### src/rtl/pipe_hazard_pkg.sv
// Shared types for the pipeline hazard unit: scoreboard entry, forward select
// encoding, stage indices and the register-match helper.
package pipe_hazard_pkg;

  // Scoreboard register fields are stored at this width; narrower indices are zero-extended.
  localparam int RIDX_MAX_W = 8;

  localparam int STG_IF  = 0;
  localparam int STG_ID  = 1;
  localparam int STG_EX  = 2;
  localparam int STG_MEM = 3;
  localparam int STG_WB  = 4;

  typedef enum logic [1:0] {
    FWD_REG = 2'b00,
    FWD_WB  = 2'b01,
    FWD_MEM = 2'b10
  } fwd_sel_t;

  typedef struct packed {
    logic                  valid;
    logic [RIDX_MAX_W-1:0] rn;
    logic [RIDX_MAX_W-1:0] rm;
    logic [RIDX_MAX_W-1:0] rd;
    logic                  regwrite;
    logic                  memread;
    logic                  flagset;
  } sb_entry_t;

  // A producer satisfies a source only when it writes that register and it is not XZR.
  function automatic logic reg_hit(
    input logic                  wr,
    input logic [RIDX_MAX_W-1:0] rd,
    input logic [RIDX_MAX_W-1:0] src,
    input logic [RIDX_MAX_W-1:0] zero_reg
  );
    return wr && (rd == src) && (src != zero_reg);
  endfunction

endpackage

### src/rtl/pipe_hazard_unit_if.sv
// Pipeline-to-hazard-unit signal bundle: ID decode/branch/memory status in,
// enables, flushes, forward and bypass selects and the stall counter out.
interface pipe_hazard_unit_if #(
  parameter int RIDX_W = 5,
  parameter int CNT_W  = 16
);
  logic              id_valid;
  logic [RIDX_W-1:0] id_rn;
  logic [RIDX_W-1:0] id_rm;
  logic              id_rn_used;
  logic              id_rm_used;
  logic [RIDX_W-1:0] id_rd;
  logic              id_regwrite;
  logic              id_memread;
  logic              id_flagset;
  logic              id_flagread;
  logic              br_taken;
  logic              mem_req;
  logic              mem_ready;

  logic              pc_en;
  logic              ifid_en;
  logic              idex_bubble;
  logic              flush_ifid;
  logic              flush_idex;
  logic              flush_exmem;
  logic              freeze;
  logic [1:0]        fwd_a;
  logic [1:0]        fwd_b;
  logic              byp_a;
  logic              byp_b;
  logic [CNT_W-1:0]  stall_cnt;

  modport master (
    output id_valid, id_rn, id_rm, id_rn_used, id_rm_used, id_rd,
           id_regwrite, id_memread, id_flagset, id_flagread,
           br_taken, mem_req, mem_ready,
    input  pc_en, ifid_en, idex_bubble, flush_ifid, flush_idex, flush_exmem,
           freeze, fwd_a, fwd_b, byp_a, byp_b, stall_cnt
  );

  modport slave (
    input  id_valid, id_rn, id_rm, id_rn_used, id_rm_used, id_rd,
           id_regwrite, id_memread, id_flagset, id_flagread,
           br_taken, mem_req, mem_ready,
    output pc_en, ifid_en, idex_bubble, flush_ifid, flush_idex, flush_exmem,
           freeze, fwd_a, fwd_b, byp_a, byp_b, stall_cnt
  );
endinterface

### src/rtl/pipe_hazard_unit_fwd_select.sv
// Per-operand EX forward select: the younger MEM producer beats the WB producer,
// and XZR is never forwarded.
module fwd_select
  import pipe_hazard_pkg::*;
#(
  parameter int ZERO_REG = 31
) (
  input  logic [RIDX_MAX_W-1:0] i_src,
  input  logic                  i_mem_wr,
  input  logic [RIDX_MAX_W-1:0] i_mem_rd,
  input  logic                  i_wb_wr,
  input  logic [RIDX_MAX_W-1:0] i_wb_rd,
  output fwd_sel_t              o_sel
);
  localparam logic [RIDX_MAX_W-1:0] ZR = RIDX_MAX_W'(ZERO_REG);

  // Priority compare: MEM first, then WB, else the register file value
  always_comb begin
    o_sel = FWD_REG;
    if (reg_hit(i_mem_wr, i_mem_rd, i_src, ZR)) begin
      o_sel = FWD_MEM;
    end else if (reg_hit(i_wb_wr, i_wb_rd, i_src, ZR)) begin
      o_sel = FWD_WB;
    end else begin
      o_sel = FWD_REG;
    end
  end
endmodule

### src/rtl/pipe_hazard_unit.sv
// Hazard/forwarding controller for the 5-stage pipeline: tracks EX/MEM/WB in a
// scoreboard and drives stall, flush, freeze, forward and bypass controls.
module pipe_hazard_unit
  import pipe_hazard_pkg::*;
#(
  parameter int NREG     = 32,
  parameter int RIDX_W   = $clog2(NREG),
  parameter int ZERO_REG = 31,
  parameter int BR_STAGE = STG_MEM,
  parameter int CNT_W    = 16
) (
  input  logic             i_clk,
  input  logic             i_rst,
  pipe_hazard_unit_if.slave bus
);
  localparam logic [RIDX_MAX_W-1:0] ZR = RIDX_MAX_W'(ZERO_REG);

  sb_entry_t             r_ex, r_mem, r_wb;
  sb_entry_t             w_id_entry, w_ex_nxt, w_mem_nxt, w_wb_nxt;
  logic [CNT_W-1:0]      r_stall_cnt;
  logic [RIDX_MAX_W-1:0] w_id_rn, w_id_rm, w_id_rd;
  logic                  w_freeze, w_branch, w_load_use, w_flag_haz, w_stall;
  logic                  w_pc_en, w_ifid_en, w_bubble;
  logic                  w_fl_ifid, w_fl_idex, w_fl_exmem;
  logic                  w_mem_wr, w_wb_wr, w_ex_load;
  fwd_sel_t              w_fwd_a, w_fwd_b;
  logic                  w_unused_bits;

  // Widen the ID register indices to the scoreboard field width
  always_comb begin
    w_id_rn = '0;
    w_id_rm = '0;
    w_id_rd = '0;
    w_id_rn[RIDX_W-1:0] = bus.id_rn;
    w_id_rm[RIDX_W-1:0] = bus.id_rm;
    w_id_rd[RIDX_W-1:0] = bus.id_rd;
  end

  // Entry that the instruction currently in ID would occupy in EX
  always_comb begin
    w_id_entry          = '0;
    w_id_entry.valid    = bus.id_valid;
    w_id_entry.rn       = w_id_rn;
    w_id_entry.rm       = w_id_rm;
    w_id_entry.rd       = w_id_rd;
    w_id_entry.regwrite = bus.id_regwrite;
    w_id_entry.memread  = bus.id_memread;
    w_id_entry.flagset  = bus.id_flagset;
  end

  assign w_mem_wr  = r_mem.valid & r_mem.regwrite;
  assign w_wb_wr   = r_wb.valid & r_wb.regwrite;
  assign w_ex_load = bus.id_valid & r_ex.valid & r_ex.memread & r_ex.regwrite;

  assign w_freeze   = bus.mem_req & ~bus.mem_ready;
  assign w_branch   = bus.br_taken & ~w_freeze;
  assign w_load_use = reg_hit(w_ex_load & bus.id_rn_used, r_ex.rd, w_id_rn, ZR)
                    | reg_hit(w_ex_load & bus.id_rm_used, r_ex.rd, w_id_rm, ZR);
  assign w_flag_haz = bus.id_valid & bus.id_flagread & r_ex.valid & r_ex.flagset;
  assign w_stall    = ~w_freeze & ~w_branch & (w_load_use | w_flag_haz);

  // Pipeline register controls: freeze outranks branch flush, which outranks stalls
  always_comb begin
    w_pc_en    = 1'b1;
    w_ifid_en  = 1'b1;
    w_bubble   = 1'b0;
    w_fl_ifid  = 1'b0;
    w_fl_idex  = 1'b0;
    w_fl_exmem = 1'b0;
    if (w_freeze) begin
      w_pc_en   = 1'b0;
      w_ifid_en = 1'b0;
    end else if (w_branch) begin
      w_fl_ifid  = 1'b1;
      w_fl_idex  = 1'b1;
      w_fl_exmem = (BR_STAGE == STG_MEM);
    end else if (w_stall) begin
      w_pc_en   = 1'b0;
      w_ifid_en = 1'b0;
      w_bubble  = 1'b1;
    end else begin
      w_pc_en = 1'b1;
    end
  end

  // Scoreboard advance mirrors what the pipeline registers do this cycle
  always_comb begin
    w_ex_nxt  = w_id_entry;
    w_mem_nxt = r_ex;
    w_wb_nxt  = r_mem;
    if (w_freeze) begin
      w_ex_nxt  = r_ex;
      w_mem_nxt = r_mem;
      w_wb_nxt  = '0;
    end else if (w_branch) begin
      w_ex_nxt = '0;
      if (BR_STAGE == STG_MEM) begin
        w_mem_nxt = '0;
      end else begin
        w_mem_nxt = r_ex;
      end
    end else if (w_stall) begin
      w_ex_nxt = '0;
    end else begin
      w_ex_nxt = w_id_entry;
    end
  end

  // Scoreboard state and saturating stall counter
  always_ff @(posedge i_clk) begin
    if (i_rst) begin
      r_ex        <= '0;
      r_mem       <= '0;
      r_wb        <= '0;
      r_stall_cnt <= '0;
    end else begin
      r_ex  <= w_ex_nxt;
      r_mem <= w_mem_nxt;
      r_wb  <= w_wb_nxt;
      if (!w_pc_en && (r_stall_cnt != {CNT_W{1'b1}})) begin
        r_stall_cnt <= r_stall_cnt + CNT_W'(1);
      end else begin
        r_stall_cnt <= r_stall_cnt;
      end
    end
  end

  fwd_select #(.ZERO_REG(ZERO_REG)) u_fwd_a (
    .i_src    (r_ex.rn),
    .i_mem_wr (w_mem_wr),
    .i_mem_rd (r_mem.rd),
    .i_wb_wr  (w_wb_wr),
    .i_wb_rd  (r_wb.rd),
    .o_sel    (w_fwd_a)
  );

  fwd_select #(.ZERO_REG(ZERO_REG)) u_fwd_b (
    .i_src    (r_ex.rm),
    .i_mem_wr (w_mem_wr),
    .i_mem_rd (r_mem.rd),
    .i_wb_wr  (w_wb_wr),
    .i_wb_rd  (r_wb.rd),
    .o_sel    (w_fwd_b)
  );

  // WB sources and load/flag bits are carried for tracing only
  assign w_unused_bits = ^{r_wb.rn, r_wb.rm, r_wb.memread, r_wb.flagset};

  assign bus.pc_en       = w_pc_en;
  assign bus.ifid_en     = w_ifid_en;
  assign bus.idex_bubble = w_bubble;
  assign bus.flush_ifid  = w_fl_ifid;
  assign bus.flush_idex  = w_fl_idex;
  assign bus.flush_exmem = w_fl_exmem;
  assign bus.freeze      = w_freeze;
  assign bus.fwd_a       = w_fwd_a;
  assign bus.fwd_b       = w_fwd_b;
  assign bus.byp_a       = reg_hit(w_wb_wr, r_wb.rd, w_id_rn, ZR);
  assign bus.byp_b       = reg_hit(w_wb_wr, r_wb.rd, w_id_rm, ZR);
  assign bus.stall_cnt   = r_stall_cnt;
endmodule
### src/flat_wrapper.sv
// flat-port wrapper written by rule: the top's interface ports become plain ports
module pipe_hazard_unit_flat import pipe_hazard_pkg::*;
#(
  parameter int NREG     = 32,
  parameter int RIDX_W   = $clog2(NREG),
  parameter int ZERO_REG = 31,
  parameter int BR_STAGE = STG_MEM,
  parameter int CNT_W    = 16
)
  (i_clk, i_rst, bus_id_valid, bus_id_rn, bus_id_rm, bus_id_rn_used, bus_id_rm_used, bus_id_rd, bus_id_regwrite, bus_id_memread, bus_id_flagset, bus_id_flagread, bus_br_taken, bus_mem_req, bus_mem_ready, bus_pc_en, bus_ifid_en, bus_idex_bubble, bus_flush_ifid, bus_flush_idex, bus_flush_exmem, bus_freeze, bus_fwd_a, bus_fwd_b, bus_byp_a, bus_byp_b, bus_stall_cnt);
  pipe_hazard_unit_if #(.RIDX_W(RIDX_W), .CNT_W(CNT_W)) bus_i ();
  input  logic i_clk;
  input  logic i_rst;
  input wire logic [$bits(bus_i.id_valid)-1:0] bus_id_valid;
  input wire logic [$bits(bus_i.id_rn)-1:0] bus_id_rn;
  input wire logic [$bits(bus_i.id_rm)-1:0] bus_id_rm;
  input wire logic [$bits(bus_i.id_rn_used)-1:0] bus_id_rn_used;
  input wire logic [$bits(bus_i.id_rm_used)-1:0] bus_id_rm_used;
  input wire logic [$bits(bus_i.id_rd)-1:0] bus_id_rd;
  input wire logic [$bits(bus_i.id_regwrite)-1:0] bus_id_regwrite;
  input wire logic [$bits(bus_i.id_memread)-1:0] bus_id_memread;
  input wire logic [$bits(bus_i.id_flagset)-1:0] bus_id_flagset;
  input wire logic [$bits(bus_i.id_flagread)-1:0] bus_id_flagread;
  input wire logic [$bits(bus_i.br_taken)-1:0] bus_br_taken;
  input wire logic [$bits(bus_i.mem_req)-1:0] bus_mem_req;
  input wire logic [$bits(bus_i.mem_ready)-1:0] bus_mem_ready;
  output wire logic [$bits(bus_i.pc_en)-1:0] bus_pc_en;
  output wire logic [$bits(bus_i.ifid_en)-1:0] bus_ifid_en;
  output wire logic [$bits(bus_i.idex_bubble)-1:0] bus_idex_bubble;
  output wire logic [$bits(bus_i.flush_ifid)-1:0] bus_flush_ifid;
  output wire logic [$bits(bus_i.flush_idex)-1:0] bus_flush_idex;
  output wire logic [$bits(bus_i.flush_exmem)-1:0] bus_flush_exmem;
  output wire logic [$bits(bus_i.freeze)-1:0] bus_freeze;
  output wire logic [$bits(bus_i.fwd_a)-1:0] bus_fwd_a;
  output wire logic [$bits(bus_i.fwd_b)-1:0] bus_fwd_b;
  output wire logic [$bits(bus_i.byp_a)-1:0] bus_byp_a;
  output wire logic [$bits(bus_i.byp_b)-1:0] bus_byp_b;
  output wire logic [$bits(bus_i.stall_cnt)-1:0] bus_stall_cnt;
  assign bus_i.id_valid = bus_id_valid;
  assign bus_i.id_rn = bus_id_rn;
  assign bus_i.id_rm = bus_id_rm;
  assign bus_i.id_rn_used = bus_id_rn_used;
  assign bus_i.id_rm_used = bus_id_rm_used;
  assign bus_i.id_rd = bus_id_rd;
  assign bus_i.id_regwrite = bus_id_regwrite;
  assign bus_i.id_memread = bus_id_memread;
  assign bus_i.id_flagset = bus_id_flagset;
  assign bus_i.id_flagread = bus_id_flagread;
  assign bus_i.br_taken = bus_br_taken;
  assign bus_i.mem_req = bus_mem_req;
  assign bus_i.mem_ready = bus_mem_ready;
  assign bus_pc_en = bus_i.pc_en;
  assign bus_ifid_en = bus_i.ifid_en;
  assign bus_idex_bubble = bus_i.idex_bubble;
  assign bus_flush_ifid = bus_i.flush_ifid;
  assign bus_flush_idex = bus_i.flush_idex;
  assign bus_flush_exmem = bus_i.flush_exmem;
  assign bus_freeze = bus_i.freeze;
  assign bus_fwd_a = bus_i.fwd_a;
  assign bus_fwd_b = bus_i.fwd_b;
  assign bus_byp_a = bus_i.byp_a;
  assign bus_byp_b = bus_i.byp_b;
  assign bus_stall_cnt = bus_i.stall_cnt;
  pipe_hazard_unit #(.NREG(NREG), .RIDX_W(RIDX_W), .ZERO_REG(ZERO_REG), .BR_STAGE(BR_STAGE), .CNT_W(CNT_W)) u_core (.i_clk(i_clk), .i_rst(i_rst), .bus(bus_i));
endmodule
### config.mk
export PLATFORM = sky130hd
export DESIGN_NAME = pipe_hazard_unit_flat
export DESIGN_NICKNAME = d
export VERILOG_FILES = /design/src/rtl/pipe_hazard_pkg.sv /design/src/rtl/pipe_hazard_unit_if.sv /design/src/rtl/pipe_hazard_unit_fwd_select.sv /design/src/rtl/pipe_hazard_unit.sv /design/src/flat_wrapper.sv
export SDC_FILE = /design/constraint.sdc
export NUM_CORES = 1
export LEC_CHECK = 0
export CORE_ASPECT_RATIO = 0.7
export CORE_MARGIN = 5
export CORE_UTILIZATION = 45
export CTS_CLUSTER_SIZE = 12
export DETAILED_ROUTE_END_ITERATION = 16
export GPL_ROUTABILITY_DRIVEN = 0
export PLACE_DENSITY = 0.72
export REMOVE_ABC_BUFFERS = 1
export SLEW_MARGIN = 10
export SYNTH_ARGS = -nofsm -noshare
export SYNTH_HDL_FRONTEND = slang
export SYNTH_SLANG_ARGS = --single-unit
### constraint.sdc
create_clock -name i_clk -period 5.1 [get_ports i_clk]
set_clock_uncertainty 0.2 [all_clocks]
set_input_delay 1.53 -clock i_clk [delete_from_list [all_inputs] [get_ports i_clk]]
set_output_delay 1.53 -clock i_clk [all_outputs]
set_load 0.01 [all_outputs]
==> results.txt <==
Run status -> finished clean
Post-Synthesis Cell Area -> 2590 µm²
Dominant cell type by area after synthesis -> dfxtp_1
CP startpoint kind -> input pin
Clk pwr share -> 0.363
Cell with the most instances after synthesis -> dfxtp_1
Final HPWL DP -> 5.22 mm
CTS Hold Bufs -> 0
Synth Register Bits -> 49
Critical path arrival -> 3290 ps
DR pass1 iterations -> 4
Final Util -> 0.595
Cell Pwr Density -> 239 nW/µm²
Reg-to-reg slack, setup -> 2640 ps
Initial core utilization -> 0.457
Critical-path cell list -> clkdlybuf4s50_1 > nand2_1 > o211ai_2 > o22ai_4 > a21oi_2 > clkdlybuf4s50_1
Slew at the pin with the worst max-slew slack -> 796 ps
Maximum vdd ir drop -> 0.145 mV
Layout Area Growth over Synthesis -> 30.2%
Setup Viol. Count Final -> 0
TritonCTS buffer count -> 5
RSZ-0062 raised after global routing -> false
Number of fill cells -> 495
Logic pwr share -> 0.135
Crit end category -> output pin
Fmax -> 0.199 GHz
Global-route wire length before repair -> 11.3 mm
Crit Path Max Fanout -> 4
Leakage -> 0.00119 µW
Multi-input combinational cell area -> 1480 µm²
Routed wire length -> 6.87 mm
Global Route Usage Sum -> 0.192
Synth area leaders -> dfxtp_1 38%, xnor2_1 11%, a22oi_1 5.5%
Initial DRC count -> 145
Largest stage delay, worst path -> 570 ps
Final ANT Viol Nets -> 0
Core Area -> 5670 µm²
Fraction of the yosys area taken by sequential cells -> 0.378
Port Buf Inserts -> 55
CTS sink cnt -> 49
Total Power -> 806 µW
Kind of critical path -> input pin to output pin
Die area -> 7400 µm²
WHS -> 315 ps
CTS H-tree lvls -> 2
Gr ovfl total -> 0
Crit path top cell by count -> clkdlybuf4s50_1
Clk Latency, worst-skew pair -> 300 ps
Post-layout min period -> 5020 ps
Register share of total power -> 0.502
DRC -> 0
Layout cells sized above 1 -> 0.112
Cells after synthesis -> 298
Clock root cell -> clkbuf_8
Row count -> 23
R2R cell count -> 7
RR Startpoint -> u_core.r_ex[3]
Main flop type after synthesis -> dfxtp_1
Max Cap Viol -> 0
Synth warnings -> 0
Largest net degree at the start of global routing -> 29
Die W -> 101 µm
CTS tree -> done
Synth cell types -> 44
Non-Filler Instances -> 433
Via count -> 2343
Sequential cell area -> 981 µm²
Int Power -> 609 µW
Headroom to the max-slew limit -> 0.468
Antenna violations before repair -> 0
ANT cells -> 0
CP Capture Point -> bus_ifid_en
Vert. Die Dim -> 73.5 µm
Nets -> 385
Ports -> 56
CP max stage cell -> clkdlybuf4s50_1
Final Instance Area -> 3380 µm²
Sw frac -> 0.245
Placed cell area -> 3240 µm²
Reg-to-reg critical path endpoint -> u_core.bus.stall_cnt[13]
Vias in the first global route -> 2159
Worst setup startpoint -> bus_id_rm[3]
Final period utilization -> 0.985
Worst EP required -> 3370 ps
Clock tree buffer depth -> 2
EDFF count, synth -> 0
FFs w/ async S/R, synth -> 0
Top-area cell type share of the netlist area -> 0.378
HP Class -> register to register
Routed length per instance -> 15.9 µm
Mean Syn Cell Area -> 8.70 µm²
Leading cell types by count after synthesis -> 49 x dfxtp_1, 35 x nor2_1, 32 x xnor2_1
Sw power -> 198 µW
DP Cell Count -> 425
Clock transition at the registers of the reported paths -> 90 ps
Max Transition Viols Final -> 0
Vias per cell -> 5.41
Hold Fails Final Rpt -> 0
timing repair:
| action | in CTS | in global routing |
|---|---|---|
| buffers inserted | 0 | 0 |
| setup endpoints to repair | 4 | 3 |
| resized for setup | 3 | 6 |
metal layers:
layer  vias up  routed length (µm)  part of all wire  track usage
li1       1178                   -                 -            -
met2        70                2900              0.42        0.271
met3         9                 387             0.056       0.0285
met1      1086                3490              0.51        0.299
met4         0                  97             0.014       0.0493
met5         -                   0                 0            0
worst min-delay path by stage:
stage	start	end	slack, ps	depth (start not counted)
6_report	u_core.r_mem[27]	u_core.r_wb[27]	310	1
5_1_grt	u_core.r_ex[0]	u_core.r_ex[0]	340	2
4_1_cts	u_core.bus.stall_cnt[10]	u_core.bus.stall_cnt[10]	320	2
3_5_place_dp	u_core.r_ex[0]	u_core.r_ex[0]	300	2
3_3_place_gp	u_core.bus.stall_cnt[8]	u_core.bus.stall_cnt[8]	280	2
2_1_floorplan	u_core.r_ex[1]	u_core.r_ex[1]	270	2
power by group through the flow:
| stage | sequential (µW) | clock (µW) | combinational (µW) |
|---|---|---|---|
| after floorplan | 409 | 0 | 50.9 |
| after global placement | 413 | 0 | 108 |
| after detailed placement | 413 | 0 | 109 |
| after CTS | 404 | 298 | 110 |
| after global routing | 406 | 314 | 119 |
| final | 404 | 293 | 109 |
cell type report:
cell class | instances | area share
repair buffers | 72 | 0.205
clock inverters | 2 | 0.0111
clock buffers | 6 | 0.0245
well taps | 75 | 0.0278
multi-input cells | 225 | 0.437
flip-flops and latches | 49 | 0.291
inverters | 4 | 0.00445
placed cells by master, fill, tap and decap left out, types with 6 or more instances in the layout:
cell	Yosys	layout
a21oi_1	23	22
a22oi_1	19	19
and2_1	8	8
buf_4	3	17
clkbuf_8	1	6
clkdlybuf4s50_1	0	47
dfxtp_1	49	49
dlymetal6s2s_1	0	6
nand2_1	14	14
nand3_1	14	14
nand4_1	8	8
nor2_1	35	35
nor3b_1	6	6
o21ai_1	9	9
or3_1	9	9
xnor2_1	32	32
xor2_1	7	7
stage by stage:
stage / worst slack [ps] / TNS (ps)
2_1_floorplan: -165 / -495
3_3_place_gp: -156 / -472
3_5_place_dp: -157 / -444
4_1_cts: 6.82 / 0
5_1_grt: 10.8 / 0
6_report: 76.1 / 0
sequential cells by signal, summed over array words and instances (netlist names):
signal,count
u_core.bus.stall_cnt,16
u_core.r_ex,19
u_core.r_mem,7
u_core.r_wb,7
worst max-delay path, delay by kind of cell:
kind	cells	cell delay (ps)
compound gates	3	530
buf+inv	2	1130
simple gates	1	110
kinds of logic (layout without fill, tap and decap cells):
family,count (synthesis),after routing,synth area share
fa+ha+maj,1,1,0.00483
flops,49,49,0.378
compound gates,66,66,0.180
buf+inv,24,84,0.0550
simple gates,118,118,0.246
xor+xnor,39,39,0.132
mux,1,1,0.00386
(Power assumes the default switching activity.)
